--- config.mk ---
export PLATFORM = sky130hd
export DESIGN_NAME = matmul_ctrl
export DESIGN_NICKNAME = d
export VERILOG_FILES = /design/src/rtl/matmul_pkg.sv /design/src/rtl/matmul_opmem.sv /design/src/rtl/matmul_ctrl.sv
export SDC_FILE = /design/constraint.sdc
export NUM_CORES = 2
export LEC_CHECK = 0
export CORE_UTILIZATION = 66
export DETAILED_ROUTE_END_ITERATION = 16
export PLACE_DENSITY_LB_ADDON = 0.3
export SLEW_MARGIN = 20
export SYNTH_ARGS = -nofsm -noshare
export SYNTH_HDL_FRONTEND = slang
export SYNTH_HIERARCHICAL = 1
export SYNTH_SLANG_ARGS = --single-unit
--- constraint.sdc ---
create_clock -name clk -period 30.5 [get_ports clk]
set_input_delay 6.1 -clock clk [delete_from_list [all_inputs] [get_ports clk]]
set_output_delay 6.1 -clock clk [all_outputs]
set_load 0.05 [all_outputs]
--- src/rtl/matmul_pkg.sv ---
// Shared constants and FSM encoding for the matrix-multiply sequencer.
package matmul_pkg;
  localparam int MM_N  = 10;  // matrix dimension / MAC lanes
  localparam int MM_DW = 16;  // signed operand width
  localparam int MM_RW = 32;  // signed result width
  localparam int MM_IW = 4;   // row/column index width
  localparam int MM_AW = 7;   // flat element address width

  typedef enum logic [2:0] {
    S_IDLE,
    S_ISSUE,
    S_CAPTURE,
    S_EMIT,
    S_DONE
  } state_t;
endpackage

--- src/rtl/matmul_opmem.sv ---
// Operand storage: two NxN arrays with one write port and combinational
// row-of-A / column-of-B read muxes. Storage is deliberately not reset.
module matmul_opmem import matmul_pkg::*; #(
  parameter int N  = MM_N,
  parameter int DW = MM_DW,
  parameter int IW = MM_IW,
  parameter int AW = MM_AW
) (
  input  logic            clk,
  input  logic            we,
  input  logic            sel,
  input  logic [AW-1:0]   addr,
  input  logic [DW-1:0]   wdata,
  input  logic [IW-1:0]   ri,
  input  logic [IW-1:0]   cj,
  output logic [N*DW-1:0] row_a,
  output logic [N*DW-1:0] col_b
);
  logic [DW-1:0] mem_a [N][N];
  logic [DW-1:0] mem_b [N][N];
  logic          wr_ok;
  logic [IW-1:0] wr, wc;

  // Out-of-range addresses are accepted upstream but never land here
  assign wr_ok = we && (int'(addr) < N*N);
  assign wr    = IW'(int'(addr) / N);
  assign wc    = IW'(int'(addr) % N);

  always_ff @(posedge clk) begin
    if (wr_ok) begin
      if (sel) mem_b[wr][wc] <= wdata;
      else     mem_a[wr][wc] <= wdata;
    end
  end

  // Forward a same-cycle write so a start issued alongside it sees new data
  for (genvar k = 0; k < N; k++) begin : g_lane
    assign row_a[k*DW +: DW] = (wr_ok && !sel && wr == ri && wc == IW'(k)) ? wdata : mem_a[ri][k];
    assign col_b[k*DW +: DW] = (wr_ok &&  sel && wr == IW'(k) && wc == cj) ? wdata : mem_b[k][cj];
  end
endmodule

--- src/rtl/matmul_ctrl.sv ---
// Matrix-multiply sequencer: walks (i,j) row-major, feeds the MAC, emits results.
// Optional MATMUL_CTRL_CYCCNT_EN adds a 16-bit busy-cycle counter output cyc_cnt.
module matmul_ctrl import matmul_pkg::*; #(
  parameter int N  = MM_N,
  parameter int DW = MM_DW,
  parameter int RW = MM_RW
) (
  input  logic             clk,
  input  logic             rst,
  input  logic             ld_valid,
  output logic             ld_ready,
  input  logic             ld_sel,
  input  logic [MM_AW-1:0] ld_addr,
  input  logic [DW-1:0]    ld_data,
  input  logic             start,
  output logic             busy,
  output logic             done,
  output logic [N*DW-1:0]  a_row,
  output logic [N*DW-1:0]  b_col,
  output logic             mac_w_en,
  input  logic [RW-1:0]    mac_r,
  output logic             res_valid,
  input  logic             res_ready,
  output logic [MM_IW-1:0] res_i,
  output logic [MM_IW-1:0] res_j,
`ifdef MATMUL_CTRL_CYCCNT_EN
  output logic [15:0]      cyc_cnt,
`endif
  output logic [RW-1:0]    res_data
);
  state_t           state_q, state_d;
  logic [MM_IW-1:0] i_q, j_q, i_d, j_d;
  logic             iss_ld, last;
  logic [N*DW-1:0]  rd_row, rd_col;

  assign last = (i_q == MM_IW'(N-1)) && (j_q == MM_IW'(N-1));

  matmul_opmem #(.N(N), .DW(DW), .IW(MM_IW), .AW(MM_AW)) u_opmem (
    .clk   (clk),
    .we    (ld_valid && state_q == S_IDLE),
    .sel   (ld_sel),
    .addr  (ld_addr),
    .wdata (ld_data),
    .ri    (i_d),
    .cj    (j_d),
    .row_a (rd_row),
    .col_b (rd_col)
  );

  always_ff @(posedge clk or posedge rst) begin
    if (rst) state_q <= S_IDLE;
    else     state_q <= state_d;
  end

  // iss_ld marks every transition into ISSUE; operands are read at the next index
  always_comb begin
    state_d   = state_q;
    i_d       = i_q;
    j_d       = j_q;
    iss_ld    = 1'b0;
    ld_ready  = 1'b0;
    busy      = 1'b1;
    done      = 1'b0;
    mac_w_en  = 1'b0;
    res_valid = 1'b0;
    case (state_q)
      S_IDLE: begin
        ld_ready = 1'b1;
        busy     = 1'b0;
        if (start) begin
          state_d = S_ISSUE;
          i_d     = '0;
          j_d     = '0;
          iss_ld  = 1'b1;
        end
      end
      S_ISSUE: begin
        mac_w_en = 1'b1;
        state_d  = S_CAPTURE;
      end
      S_CAPTURE: state_d = S_EMIT;
      S_EMIT: begin
        res_valid = 1'b1;
        if (res_ready) begin
          if (last) state_d = S_DONE;
          else begin
            state_d = S_ISSUE;
            iss_ld  = 1'b1;
            if (j_q == MM_IW'(N-1)) begin
              j_d = '0;
              i_d = i_q + 1'b1;
            end else begin
              j_d = j_q + 1'b1;
            end
          end
        end
      end
      S_DONE: begin
        done    = 1'b1;
        state_d = S_IDLE;
      end
      default: begin
        busy    = 1'b0;
        state_d = S_IDLE;
      end
    endcase
  end

  always_ff @(posedge clk or posedge rst) begin
    if (rst) begin
      i_q      <= '0;
      j_q      <= '0;
      a_row    <= '0;
      b_col    <= '0;
      res_data <= '0;
      res_i    <= '0;
      res_j    <= '0;
    end else begin
      i_q <= i_d;
      j_q <= j_d;
      if (iss_ld) begin
        a_row <= rd_row;
        b_col <= rd_col;
      end
      if (state_q == S_CAPTURE) begin
        res_data <= mac_r;
        res_i    <= i_q;
        res_j    <= j_q;
      end
    end
  end

`ifdef MATMUL_CTRL_CYCCNT_EN
  always_ff @(posedge clk or posedge rst) begin
    if (rst)                           cyc_cnt <= '0;
    else if (state_q == S_IDLE && start) cyc_cnt <= '0;
    else if (state_q != S_IDLE)        cyc_cnt <= cyc_cnt + 16'd1;
  end
`endif
endmodule

==> out/metrics.yaml <==
grt_pass1_wl_um: 520000
grt_pass1_vias: 76376
synth_top_area_frac: 0.672
crit_path_cell_trace: "clkdlybuf4s50_1 -> and2_1 -> o21ai_0 -> a31oi_4 -> buf_4 -> buf_12 -> buf_4 -> buf_4 -> mux4_2 -> a221oi_1 -> nor2_1 -> mux2_2 -> mux2_4"
grt_max_degree: 165
total_power_uw: 15600
cp-end-kind: "register"
clkLatencyLatePin_ns: 1.00
nFillCells: 10899
ys_seq_area_frac: 0.737
cts-hold-fix-buffers: 0
drv_cap: 0
num_vias: 74942
grt_usage: 0.331
tritoncts: "yes"
synth_seq_cells: 3571
hpwl_um: 187000
hold_violations: 0
overflow: 0
worst_slew_pin_slew_ns: 1.31
p_per_area_mw_per_mm2: 96.0
placed_area_mm2: 0.151
rows: 170
via_per_inst: 6.94
fin_nets: 7738
remaining_drc_errors: 0
post-cts-setup-buffers: 0
clock-sinks: 3571
routed_wl_um: 360000
postRouteAntennaNets: 0
multi_input_area_mm2: 0.0353
fin_setup_tns_ns: 0
die_h_um: 467
crit_arrival_ns: 12.42
leakagePower_uw: 0.0530
path_common_cell: "buf_4"
syn_area_per_cell_um2: 20.1
synth_top_cell_by_area: "edfxtp_1"
worstSetupPathType: "in2reg"
post-place-ws_ns: 17.86
slowest_stage: "buf_4"
clockBufferDepth: 4
slew_violations: 0
ir_drop_mv: 0.0967
final_cell_area_mm2: 0.162
syn_to_final_growth_pct: 13.6
crit_buf_inv: 5
synthTopCellsByArea: "edfxtp_1 67%, mux4_2 10%, dfrtp_1 6.5%, mux2_4 3.6%, mux2_2 3.3%"
globalplace.congestion: 0.807
cp_top_family: "buffers and inverters"
initial_utilization: 0.666
cp-start-kind: "input pin"
synth_async_sr_flop_share: 0.104
synth_edf_count: 3200
clk_pin_slew_ns: 0.06
antenna_found_initial: 21
ff_latch_area_mm2: 0.105
grt_setup_unrepaired: "false"
core-area_mm2: 0.215
fmax_mhz: 86.3
die_area_mm2: 0.218
cts-root-buf: "clkbuf_16"
period_needed_ns: 11.59
finalSetupViolations: 0
finClkSkew_ns: 0.0548
max-slew-margin-rel: 0.124
netlist_instances: 7103
drive_above_1_share: 0.287
netlist_area_mm2: 0.143
synth_common_cells: "3200 x edfxtp_1, 640 x mux4_2, 414 x mux2_2, 377 x nor2_1, 371 x dfrtp_1"
drt-pass1-iter-count: 7
cts_inserted_buffers: 354
chipWidth_um: 467
syn-num-nets: 7168
status: "finished, final reports clean"
wl_per_cell_um: 33.3
setup_ws_ns: 18.91
io_buffers: 425
yosysMostFrequentCell: "edfxtp_1"
period_share: 0.380
drt_iter0_markers: 9981
yosys_warnings: 6
io_pins: 426
finish.utilization: 0.756
max_stage_delay_ns: 0.92
required_ns: 31.33
hp-class: "reg2reg"
synth-main-ff-cell: "edfxtp_1"
worstPathMaxFanout: 118
synth_cell_type_count: 71
htree_num_levels: 5
post_cts_resized: 0
-- cell families (layout without fill, tap and decap cells) --
group           after synthesis  count (layout)  synth area share
compound gates              700             700            0.0324
xor+xnor                      9               9          0.000648
fa+ha+maj                     5               5          0.000420
buf+inv                     493            1336            0.0179
flops                      3571            3571             0.737
mux                        1650            1650             0.188
other cells                   0              16                 0
simple gates                675             675            0.0238
-- layer usage --
metal  vias up  routed length [µm]  GRT usage
met5         -                  58          0
li1      29944                   -          -
met1     38976              129000      0.451
met4        10               15500      0.138
met3       813               39800     0.0709
met2      5199              176000      0.527
-- flip-flops by register name (all words and copies together), names as in the netlist --
| name | flops |
|---|---|
| res_j | 4 |
| j_q | 4 |
| res_i | 4 |
| u_opmem/mem_a | 1600 |
| res_data | 32 |
| u_opmem/mem_b | 1600 |
| a_row | 160 |
| b_col | 160 |
| state_q | 3 |
| i_q | 4 |
-- placed cells by master (no fill, tap or decap), types with 13 or more instances in the layout --
cell / n
a211oi_1: 163
a21oi_1: 329
a221oi_1: 160
buf_4: 255
bufinv_16: 37
clkbuf_1: 71
clkbuf_16: 364
clkbuf_8: 46
clkdlybuf4s50_1: 409
clkinv_1: 41
clkinv_2: 56
dfrtp_1: 371
diode_2: 16
edfxtp_1: 3200
mux2_1: 88
mux2_2: 414
mux2_4: 340
mux2i_1: 163
mux4_2: 640
nand2_1: 36
nand3_1: 22
nor2_1: 338
nor2_2: 35
nor2b_1: 168
o21ai_0: 13
-- power by group --
part           total [µW]  internal, µW  switching [µW]
Clock                4380          2570            1810
Combinational        5380          2370            3010
Sequential           5820          5590             232
-- metrics by stage --
stage	hold slack, ns	instances
floorplan	0.507	7103
global placement	0.491	10154
detailed placement	0.492	10154
CTS	0.509	10783
global route	0.513	10792
finish	0.503	10800
-- worst paths after layout --
check                            start          end  cells past startpoint  slack (ns)
min in group asynchronous          rst  res_data[6]                      2        5.63
hold reg to reg            res_data[1]  res_data[1]                      1        0.50
setup / recovery             res_ready   b_col[121]                     13       18.91
max in group asynchronous          rst   a_row[101]                      4       22.74
hold / removal             res_data[1]  res_data[1]                      1        0.50
setup reg to reg                i_q[0]   b_col[121]                     13       23.62
-- layout make-up --
cell class | count | share of cell area
antenna | 16 | 0.000247
clock buffer | 466 | 0.0603
timing repair buffer | 693 | 0.0400
tap | 2838 | 0.0219
clock inverter | 163 | 0.0109
inverter | 14 | 0.000447
sequential | 3571 | 0.649
multi-input combinational | 3039 | 0.217
Note: power is estimated with default switching activity, not from simulation.
